$ cat src/rtl/mario_input_conditioner.sv
// Turns the three raw active-low push-keys into clean left/right/jump commands for the Mario mover:
// two-flop sync, per-key debounce, last-pressed-wins direction, time-limited non-repeating jump.
//
// state          | meaning
// D_IDLE         | no direction commanded (no key, or both pressed from idle)
// D_LEFT         | left commanded
// D_RIGHT        | right commanded
// J_IDLE         | jump released, ready to fire on the next debounced press
// J_ACTIVE       | jump_n driven low, hold timer running
// J_WAIT_RELEASE | hold limit reached, jump_n high until the key is released
module mario_input_conditioner #(
   parameter int DEBOUNCE_CYCLES = 500_000,
   parameter int JUMP_HOLD_MAX   = 6_250_000
) (
   input  logic vga_clock,
   input  logic reset,
   input  logic key_left_n,
   input  logic key_right_n,
   input  logic key_jump_n,
   output logic left,
   output logic right,
   output logic jump_n
);

   localparam int DB_W = $clog2(DEBOUNCE_CYCLES + 1);
   localparam int JT_W = $clog2(JUMP_HOLD_MAX + 1);
   localparam logic [DB_W-1:0] DB_LAST = DB_W'(DEBOUNCE_CYCLES - 1);
   localparam logic [JT_W-1:0] JT_LAST = JT_W'(JUMP_HOLD_MAX - 1);

   typedef enum logic [1:0] {D_IDLE, D_LEFT, D_RIGHT} dir_state_t;
   typedef enum logic [1:0] {J_IDLE, J_ACTIVE, J_WAIT_RELEASE} jmp_state_t;

   // bit 0 = left, bit 1 = right, bit 2 = jump
   logic [2:0]      key_raw_n;
   logic [2:0]      sync1_n;
   logic [2:0]      sync2_n;
   logic [2:0]      pressed;
   logic [2:0]      db;
   logic [2:0]      db_q;
   logic [2:0]      rise;
   logic [DB_W-1:0] db_cnt [3];

   dir_state_t      dir_state, dir_next;
   jmp_state_t      jmp_state, jmp_next;
   logic [JT_W-1:0] jmp_timer;

   assign key_raw_n = {key_jump_n, key_right_n, key_left_n};
   assign pressed   = ~sync2_n;
   assign rise      = db & ~db_q;

   always_ff @(posedge vga_clock) begin
      if (reset) begin
         sync1_n <= '1;
         sync2_n <= '1;
         db_q    <= '0;
      end else begin
         sync1_n <= key_raw_n;
         sync2_n <= sync1_n;
         db_q    <= db;
      end
   end

   // A level must differ from the debounced value for DEBOUNCE_CYCLES consecutive cycles to flip it.
   always_ff @(posedge vga_clock) begin
      for (int i = 0; i < 3; i++) begin
         if (reset) begin
            db_cnt[i] <= '0;
            db[i]     <= 1'b0;
         end else if (pressed[i] == db[i]) begin
            db_cnt[i] <= '0;
         end else if (db_cnt[i] == DB_LAST) begin
            db_cnt[i] <= '0;
            db[i]     <= pressed[i];
         end else begin
            db_cnt[i] <= db_cnt[i] + 1'b1;
         end
      end
   end

   always_ff @(posedge vga_clock) begin
      if (reset) begin
         dir_state <= D_IDLE;
         jmp_state <= J_IDLE;
         jmp_timer <= '0;
      end else begin
         dir_state <= dir_next;
         jmp_state <= jmp_next;
         if (jmp_state == J_ACTIVE) jmp_timer <= jmp_timer + 1'b1;
         else                       jmp_timer <= '0;
      end
   end

   always_comb begin
      dir_next = dir_state;
      case (dir_state)
         D_IDLE: begin
            if (db[0] && !db[1])      dir_next = D_LEFT;
            else if (db[1] && !db[0]) dir_next = D_RIGHT;
         end
         D_LEFT: begin
            if (rise[1])     dir_next = D_RIGHT;
            else if (!db[0]) dir_next = db[1] ? D_RIGHT : D_IDLE;
         end
         D_RIGHT: begin
            if (rise[0])     dir_next = D_LEFT;
            else if (!db[1]) dir_next = db[0] ? D_LEFT : D_IDLE;
         end
         default: dir_next = D_IDLE;
      endcase
   end

   // Release wins over the hold limit when both land in the same cycle.
   always_comb begin
      jmp_next = jmp_state;
      case (jmp_state)
         J_IDLE:         if (db[2]) jmp_next = J_ACTIVE;
         J_ACTIVE: begin
            if (!db[2])                  jmp_next = J_IDLE;
            else if (jmp_timer == JT_LAST) jmp_next = J_WAIT_RELEASE;
         end
         J_WAIT_RELEASE: if (!db[2]) jmp_next = J_IDLE;
         default:        jmp_next = J_IDLE;
      endcase
   end

   // Outputs decode registered state directly, so they are glitch-free flop outputs.
   always_comb begin
      left   = (dir_state == D_LEFT);
      right  = (dir_state == D_RIGHT);
      jump_n = (jmp_state != J_ACTIVE);
   end

endmodule

$ cat config.mk
export PLATFORM = sky130hd
export DESIGN_NAME = mario_input_conditioner
export DESIGN_NICKNAME = d
export VERILOG_FILES = /design/src/rtl/mario_input_conditioner.sv
export SDC_FILE = /design/constraint.sdc
export NUM_CORES = 1
export LEC_CHECK = 0
export ABC_AREA = 1
export CORE_ASPECT_RATIO = 0.75
export CORE_MARGIN = 2
export CORE_UTILIZATION = 30
export CTS_BUF_LIST = sky130_fd_sc_hd__clkbuf_8
export DETAILED_ROUTE_END_ITERATION = 8
export GPL_TIMING_DRIVEN = 1
export HOLD_SLACK_MARGIN = 0.05
export SLEW_MARGIN = 20
export SYNTH_ARGS = -nofsm -noshare
export SYNTH_HDL_FRONTEND = slang
export SYNTH_SLANG_ARGS = --single-unit
$ cat constraint.sdc
create_clock -name vga_clock -period 2.1 [get_ports vga_clock]
set_input_delay 0.42 -clock vga_clock [delete_from_list [all_inputs] [get_ports vga_clock]]
set_output_delay 0.42 -clock vga_clock [all_outputs]
set_load 0.005 [all_outputs]
### Word level (Yosys, flattened, before mapping)

Memory sizes are Yosys's and may differ from the RTL's.
Cells that the tools add are included.

* flip-flop bits (word level): 38
* RAM bits: 57
* bits of input ports: 5
* output and inout bits: 3
* memories: 1

* add/sub/neg operators: 4
* equality and inequality tests: 18
* multiplexer cells: 58
* bitwise operators: 16
* reduce and logical (&&, ||, !) cells: 12

Memories
* db_cnt: depth 3, width 19, read ports 3, clocked after memory_dff 0, wr ports 3, line 41 `logic [DB_W-1:0] db_cnt [3];`

Operators with widths (number)
* $mux 19: 9
* $add 19x1->19 const B: 3
* $eq 19x19->1 const B: 3
* $mux 1: 36
* $add 23x1->23 const B: 1
* $eq 23x23->1 const B: 1
* $mux 2: 11
* $pmux 2 s3: 2
* $ne 3x2->1 const B: 3
* $or 1x1->1: 9
* $reduce_and 2->1: 3
* $reduce_and 3->1: 2
* $eq 2x1->1 const B: 2
* $eq 2x2->1 const B: 2
* $logic_not 2->1: 2
* $ne 2x2->1 const B: 2
* $not 1->1: 4
* $eq 1x1->1: 3
* $ne 3x3->1 const B: 1
* $not 3->3: 1
* $and 2x2->2: 1
* $logic_and 1x1->1: 2
* $logic_not 1->1: 2
* $ne 2x1->1 const B: 1
* other kinds (2): 2

### Longest topological paths before layout

Gate-level depths: netlist of the first run.

* word-level depth: 8
* mapped depth: 9
* mapped depth without buffers: 9

### Worst setup path before layout of the first run

OpenSTA, ideal clock, no wires.

* path type: reg2reg
* start point: memory db_cnt[2][0] (netlist bit)
* end point: memory db_cnt[2][10] (netlist bit) (data pin)
* setup time: 0.255 ns
* arrival time: 1.355 ns
* required time: 1.845 ns
* setup slack: 0.491 ns
* stages on the path, launching flop included: 8
* buffers on the path: 1
* path through: edfxtp_1 > ha_1 > nand2_1 > nor2_2 > nand3_2 > o21ai_4 > buf_6 > nor2_2

RTL lines (line)
* start: declaration: 41

### Worst setup path after layout of the first run

* start point: register dir_state[0]
* end point: output port left

* word-level cells in the longest chain between the ends: 1

Ends and longest elaborated chain
* start: declaration: line 43 `dir_state_t dir_state, dir_next;`
* start signal: assignment: line 86 `dir_state <= dir_next;`
* $eq 2x1->1: line 128 `left = (dir_state == D_LEFT);`
* end: declaration: line 20 `output logic left,`

No other way between the ends.

==> out/qor_table.md, run 1 <==
| Parameter | Reported | Unit |
| --- | --- | --- |
| Leading area contributor after synthesis | edfxtp_1 | - |
| Portion of total power attributed to combinational logic | 4.3 | % |
| Final ANT Viol Nets | 0 | - |
| Detailed-routed wire length on met2 | 4050 | µm |
| CP Data Required Time | 1.68 | ns |
| Async SR Flop Fraction | 0 | % |
| Worst setup slack for register-to-register paths | 0.25 | ns |
| Number of hold violations in the final report | 0 | - |
| Initial Utilization | 30.4 | % |
| Number of levels the H-tree was split into | 3 | - |
| Core region area | 17600 | µm² |
| Top Layer Used | met4 | - |
| Area growth from synthesis to final layout | 15.1 | % |
| Clock network fraction of design power | 37.7 | % |
| Yosys synthesis warning count | 0 | - |
| Number of vias after detailed routing | 4406 | - |
| Pwr dens | 584 | nW/µm² |
| Filler cells | 1891 | - |
| Synth top cells by count | nand2_1, nor2_1, inv_1 | - |
| Width of the chip | 158 | µm |
| Min Tclk post-route | 1.97 | ns |
| Avg Cell Area, Syn | 7.43 | µm² |
| Final global-route overflow total | 0 | - |
| Outcome | finished, final reports clean | - |
| Final net count | 800 | - |
| GPL Wtd Cong | 0.852 | - |
| Worst setup EP type | primary output | - |
| Netlist area before placement | 5340 | µm² |
| Worst reg2reg path startpoint | db_cnt[1][0] | - |
| Global routing usage summed across all routing layers | 12.2 | % |
| CP peak stage delay | 0.55 | ns |
| Die Ht | 120 | µm |
| Maximum clock insertion buffer count | 2 | - |
| Largest delay contributor family on the critical path | buffers and inverters | - |
| Switching power as a share of total power | 23.2 | % |
| IO Pins | 8 | - |
| Clock tree skew after final layout | 0.0177 | ns |
| DRC Markers | 0 | - |
| Cell with the biggest individual delay on the critical path | clkdlybuf4s50_1 | - |
| Maximum Capacitance Violations | 0 | - |
| Ranking of synthesized cells by area | edfxtp_1, dfxtp_1, nand2_1 | - |
| Vias in the first global route | 3966 | - |
| EDFF count, synth | 57 | - |
| Buffer and inverter count on the worst path | 2 | - |
| Type of the worst min-delay path | register to register | - |
| Worst path cell trace | inv_1 -> nor2_2 -> clkdlybuf4s50_1 | - |
| Iteration-0 DRC Markers | 224 | - |
| Critical path launch point | dir_state[0] | - |
| Final clock period utilization by the worst path | 93.9 | % |
| Number of port buffers | 7 | - |
| Clock latency reported for the late side of the worst-skew pair | 0.38 | ns |
| Share of synthesized area occupied by flip-flops and latches | 46.3 | % |
| Worst path setup slack after routing | 0.129 | ns |
| Final setup violation count | 0 | - |
| Category of the most critical setup path | register to primary output | - |
| Total of flip-flops plus latches after synthesis | 95 | - |
| Post-synth top area share | 32.0 | % |
| Leak pwr | 0.00223 | µW |
| Clock Tree Root | clkbuf_8 | - |
| Detailed route wirelength on metal3 | 412 | µm |
| Number of hold buffers added after cts | 0 | - |
| Wire length of the first global-routing pass | 18700 | µm |
| Maximum number of pins on one net before global-route repair | 19 | - |
| Max Transition Viols Final | 0 | - |
| Total Routed Length | 10600 | µm |
| Unique masters post-synth | 34 | - |
| Sequential cell fraction of total power | 58.0 | % |
| Post-detailed-route via-to-cell ratio | 4.24 | - |
| DPL Wire Length | 8080 | µm |
| CP max FO | 4 | - |
| Full die area | 18900 | µm² |
| Crit path launch type | register | - |
| Hold Startpoint | sync1_n[2] | - |
| Clock transition at the register clock pins on the worst setup and hold paths after CTS | 0.09 | ns |
| Maximum vdd drop | 408 | µV |
| Maximum operating frequency | 507 | MHz |
| Most frequent cell after synthesis | nand2_1 | - |
| Instance area after placement | 5920 | µm² |
| Routed len/inst | 10.2 | µm |
| Total iterations of the first detailed-routing run | 5 | - |
| Pre-CTS setup slack | 0.131 | ns |
| RSZ-0062 raised after global routing | false | - |
| WL met1 | 6030 | µm |
| Layout cells sized above 1 | 7.04 | % |
| Primary flip-flop cell chosen by synthesis mapping | edfxtp_1 | - |
| Setup Buffers After CTS | 0 | - |
| Diode count | 0 | - |
| Power Internal | 2760 | µW |
| Post-synthesis instance total | 719 | - |
| CTS tree | done | - |
| Num CTS Buffers | 9 | - |
| Row cnt | 42 | - |
| CP Data Arrival Time | 1.55 | ns |
| Summed area of non-filler cells in the final layout | 6150 | µm² |
| Sinks on the clock net | 95 | - |
| Net switching power | 832 | µW |
| Antenna violations before repair | 0 | - |
==> cell families (layout without fill, tap and decap cells) <==
| group | after synthesis | in the layout | synth area share [%] |
|---|---|---|---|
| and+or+nand+nor | 445 | 445 | 35.8 |
| DFF | 95 | 95 | 46.3 |
| buffers and inverters | 88 | 109 | 6.56 |
| AOI/OAI and AO/OA | 63 | 63 | 6.60 |
| xor gates and xnor gates | 23 | 23 | 3.77 |
| adders and majority gates | 4 | 4 | 0.937 |
| other | 1 | 57 | 0.0702 |
==> metrics by stage <==
step	TNS, ns	total power [µW]	hold slack (ns)	utilization (%)	std cells
floorplan	0	2230	0.389	-	775
global placement	0	2280	0.394	33.7	1022
detailed placement	0	2280	0.394	33.7	1022
CTS	-0.00485	3650	0.416	35.0	1038
global route	0	3760	0.437	35.0	1038
finish	0	3590	0.415	35.0	1038
==> metal layers <==
layer	vias up	global-route usage [%]
met5	-	0
met4	0	2.87
met3	9	3.32
met2	57	16.1
met1	1944	19.3
li1	2396	-
==> power by group through the flow <==
| stage | registers, µW | logic, µW | clock network [µW] |
|---|---|---|---|
| 2_1_floorplan | 2110 | 121 | 0 |
| 3_3_place_gp | 2120 | 153 | 0 |
| 3_5_place_dp | 2130 | 153 | 0 |
| 4_1_cts | 2080 | 154 | 1420 |
| 5_1_grt | 2090 | 184 | 1480 |
| 6_report | 2080 | 155 | 1350 |
==> state kept, by name, indices dropped and copies added, names as in the netlist <==
| signal | flops |
|---|---|
| db_cnt | 57 |
| jmp_timer | 23 |
| db | 3 |
| sync1_n | 3 |
| sync2_n | 3 |
| db_q | 2 |
| dir_state | 2 |
| jmp_state | 2 |
==> worst paths after layout <==
path / end / depth (start not counted)
min reg2reg: sync2_n[2] / 1
min: sync2_n[2] / 1
max: left / 3
max reg2reg: db_cnt[1][5] / 6
==> repair_timing <==
item | CTS | global route
endpoints found under the hold margin | 0 | 0
cloned | 0 | 0
gates resized for setup | 0 | 2
setup endpoints to repair | 1 | 2
==> final cells by class <==
class	instances	area, µm²	area share, %
timing repair buffer	10	105	1.71
sequential	95	2470	40.2
inverter	83	312	5.07
clock inverter	7	96.3	1.57
clock buffer	9	124	2.01
multi-input combinational	592	2740	44.5
tap	242	303	4.92
==> layout by cell type, fill, tap and decap left out, drive strengths merged <==
master	netlist	final
xnor2	11	11
edfxtp	57	57
o21ai	21	21
o21a	2	2
dfxtp	38	38
ha	4	4
clkinv	0	4
nor2	168	168
o211ai	3	3
nor3	8	8
nand2	194	194
nor3b	1	1
bufinv	0	2
conb	1	57
a21oi	36	36
buf	4	3
inv	83	84
nand4	19	19
clkbuf	1	9
clkdlybuf4s50	0	7
nand3b	1	1
xor2	12	12
a211oi	1	1
or2	15	15
nand3	39	39
(Power assumes the default switching activity.)
==> run 2: changes to the inputs <==
--- a/config.mk
+++ b/config.mk
@@ -10,9 +10,10 @@
 export CORE_MARGIN = 2
 export CORE_UTILIZATION = 30
 export CTS_BUF_LIST = sky130_fd_sc_hd__clkbuf_8
+export CTS_CLUSTER_DIAMETER = 80
 export DETAILED_ROUTE_END_ITERATION = 8
-export GPL_TIMING_DRIVEN = 1
 export HOLD_SLACK_MARGIN = 0.05
+export PLACE_DENSITY = 0.45
 export SLEW_MARGIN = 20
 export SYNTH_ARGS = -nofsm -noshare
 export SYNTH_HDL_FRONTEND = slang
==> run 2 against run 1 <==
Final cell count is 0.29% higher. Fmax is 4.9% lower. Critical path depth stayed put. Wire length is 9.0% higher. Cell area is 0.59% lower. Total power is 6.2% lower. Critical path type unchanged. Largest cell class unchanged.
==> out/qor_table.md, run 2 (synthesis results as in run 1) <==
| Parameter | Reported | Unit | Delta |
| --- | --- | --- | --- |
| Setup Buffers After CTS | 0 | - | unchanged |
| Number of vias after detailed routing | 4529 | - | +2.8% |
| Aggregate negative setup slack | 0 | ns | unchanged |
| Min Tclk post-route | 2.07 | ns | +0.101 ns |
| Wire length of the first global-routing pass | 19800 | µm | +6.3% |
| Max Transition Viols Final | 0 | - | unchanged |
| Total Routed Length | 11500 | µm | +9.0% |
| Final net count | 803 | - | +0.38% |
| Hold Startpoint | sync1_n[0] | - |  |
| GPL Wtd Cong | 0.821 | - | -3.6% |
| RSZ-0062 raised after global routing | true | - |  |
| Final-layout worst hold slack | 0.420 | ns | +0.00481 ns |
| Most frequent cells in the layout | nand2_1, nor2_1, inv_1, edfxtp_1, conb_1 | - |  |
| Diode count | 0 | - | unchanged |
| DRC Markers | 0 | - | unchanged |
| Die Ht | 120 | µm | unchanged |
| CP Data Required Time | 1.68 | ns | about the same |
| Antenna violations before repair | 0 | - | unchanged |
| Outcome | finished, final reports clean | - |  |
| Hold path endpoint | sync2_n[0] | - |  |
| Vias in the first global route | 4216 | - | +6.3% |
| Worst path setup slack after routing | 0.0277 | ns | -0.101 ns |
| Pwr Total | 3370 | µW | -6.2% |
| Post_cts resized | 0 | - | unchanged |
| Worst setup slack for register-to-register paths | 0.24 | ns | about the same |
| Sinks on the clock net | 95 | - | unchanged |
| Number of hold buffers added after cts | 0 | - | unchanged |
| Maximum number of pins on one net before global-route repair | 19 | - | unchanged |
| Row cnt | 42 | - | unchanged |
| Global routing usage summed across all routing layers | 13.3 | % | +1.0 points |
| Leak pwr | 0.00223 | µW | +0.18% |
| DPL Wire Length | 8910 | µm | +10% |
| Worst setup EP type | primary output | - |  |
| Number of levels the H-tree was split into | 3 | - | unchanged |
| Type of the worst min-delay path | register to register | - |  |
| Num CTS Buffers | 9 | - | unchanged |
| Category of the most critical setup path | register to primary output | - |  |
| Full die area | 18900 | µm² | unchanged |
| Most frequent standard cell in the layout excluding fill and tap cells | nand2_1 | - |  |
| Maximum operating frequency | 483 | MHz | -4.9% |
| Worst hold path stage count | 1 | - | unchanged |
| Layout cells sized above 1 | 6.76 | % | -0.28 points |
| Largest registers in the final layout | db_cnt (57), jmp_timer (23) | - |  |
| Clock transition at the register clock pins on the worst setup and hold paths after CTS | 0.10 | ns | about the same |
| Filler cells | 1936 | - | +2.4% |
| CP Data Arrival Time | 1.65 | ns | +0.10 ns |
| Width of the chip | 158 | µm | unchanged |
| Initial Utilization | 30.4 | % | unchanged |
| CP max FO | 4 | - | unchanged |
| Utilization after layout | 34.8 | % | -0.21 points |
| Area growth from synthesis to final layout | 14.4 | % |  |
| Register with the most flip-flops | db_cnt | - |  |
| Number of port buffers | 7 | - | unchanged |
| Worst reg2reg path startpoint | db_cnt[1][0] | - |  |
| Maximum clock insertion buffer count | 2 | - | unchanged |
| Crit path launch type | register | - |  |
| Pwr dens | 551 | nW/µm² | -5.6% |
| Routed len/inst | 11.1 | µm | +8.7% |
| Max FFs per register | 57 | - | unchanged |
| Final clock period utilization by the worst path | 98.7 | % | +4.8 points |
| Clock latency reported for the late side of the worst-skew pair | 0.38 | ns | about the same |
| Final setup violation count | 0 | - | unchanged |
| Total iterations of the first detailed-routing run | 4 | - | -1 |
| Core region area | 17600 | µm² | unchanged |
| Destination of the worst register-to-register timing path | db_cnt[1][9] | - |  |
| Maximum Capacitance Violations | 0 | - | unchanged |
| Post-detailed-route via-to-cell ratio | 4.35 | - | +2.5% |
| Iteration-0 DRC Markers | 270 | - | +21% |
| Final global-route overflow total | 0 | - | unchanged |
| Reg2Reg Depth | 6 | - | unchanged |
| IO Pins | 8 | - | unchanged |
| Maximum vdd drop | 250 | µV | -39% |
| Final ANT Viol Nets | 0 | - | unchanged |
| Clock tree skew after final layout | 0.0103 | ns | -0.00738 ns |
| Clock Tree Root | clkbuf_8 | - |  |
| CTS tree | done | - |  |
| Pre-CTS setup slack | 0.150 | ns | +0.0192 ns |
| Number of hold violations in the final report | 0 | - | unchanged |
==> run 2: worst max path at each step <==
stage                             from       endpoint  slack [ns]  depth (start not counted)
after floorplan           db_cnt[2][0]  db_cnt[2][10]        0.49                          7
after global placement           reset  db_cnt[2][12]        0.19                          7
after detailed placement         reset   db_cnt[2][8]        0.15                          7
after CTS                 dir_state[1]          right       0.002                          3
after global routing      dir_state[1]          right       -0.08                          3
final                     dir_state[1]          right        0.03                          3
==> run 2: layout make-up <==
cell class	count	area (µm²)	area share (%)
clock inverters	6	28.8	0.471
multi-input cells	592	2730	44.7
inverters	83	312	5.10
clock buffers	10	138	2.25
well taps	242	303	4.95
flip-flops and latches	95	2470	40.5
repair buffers	13	128	2.09
==> run 2: report_power, final <==
| group | switching (µW) | internal, µW |
|---|---|---|
| logic | 98.5 | 59.5 |
| clock network | 676 | 452 |
| registers | 57.1 | 2030 |
| total | 832 | 2540 |
==> run 2: metal layers <==
metal / vias to the layer above / wire length (µm) / GRT usage (%)
met5: - / 0 / 0
met4: 0 / 155 / 4.00
met3: 11 / 355 / 3.29
met2: 57 / 4830 / 19.8
met1: 2065 / 6200 / 18.9
li1: 2396 / - / -
==> run 2: worst max-delay path: stages (launching register included) <==
cell and delay [ns]:
dfxtp_1 0.38, inv_1 0.09, nor2_1 0.24, clkdlybuf4s50_1 0.56
==> run 2: through the flow <==
step | instance area [µm²] | instances
global route | 6110 | 1041
finish | 6110 | 1041
global placement | 5950 | 1025
floorplan | 5550 | 775
CTS | 6110 | 1041
detailed placement | 5950 | 1025
==> run 3: changes to the inputs <==
--- a/config.mk
+++ b/config.mk
@@ -12,9 +12,11 @@
 export CTS_BUF_LIST = sky130_fd_sc_hd__clkbuf_8
 export CTS_CLUSTER_DIAMETER = 80
 export DETAILED_ROUTE_END_ITERATION = 8
+export GPL_ROUTABILITY_DRIVEN = 0
 export HOLD_SLACK_MARGIN = 0.05
 export PLACE_DENSITY = 0.45
 export SLEW_MARGIN = 20
 export SYNTH_ARGS = -nofsm -noshare
 export SYNTH_HDL_FRONTEND = slang
 export SYNTH_SLANG_ARGS = --single-unit
+export TNS_END_PERCENT = 10
==> results of run 3 <==
Final layout, timing and power as in run 2 (identical DEF).
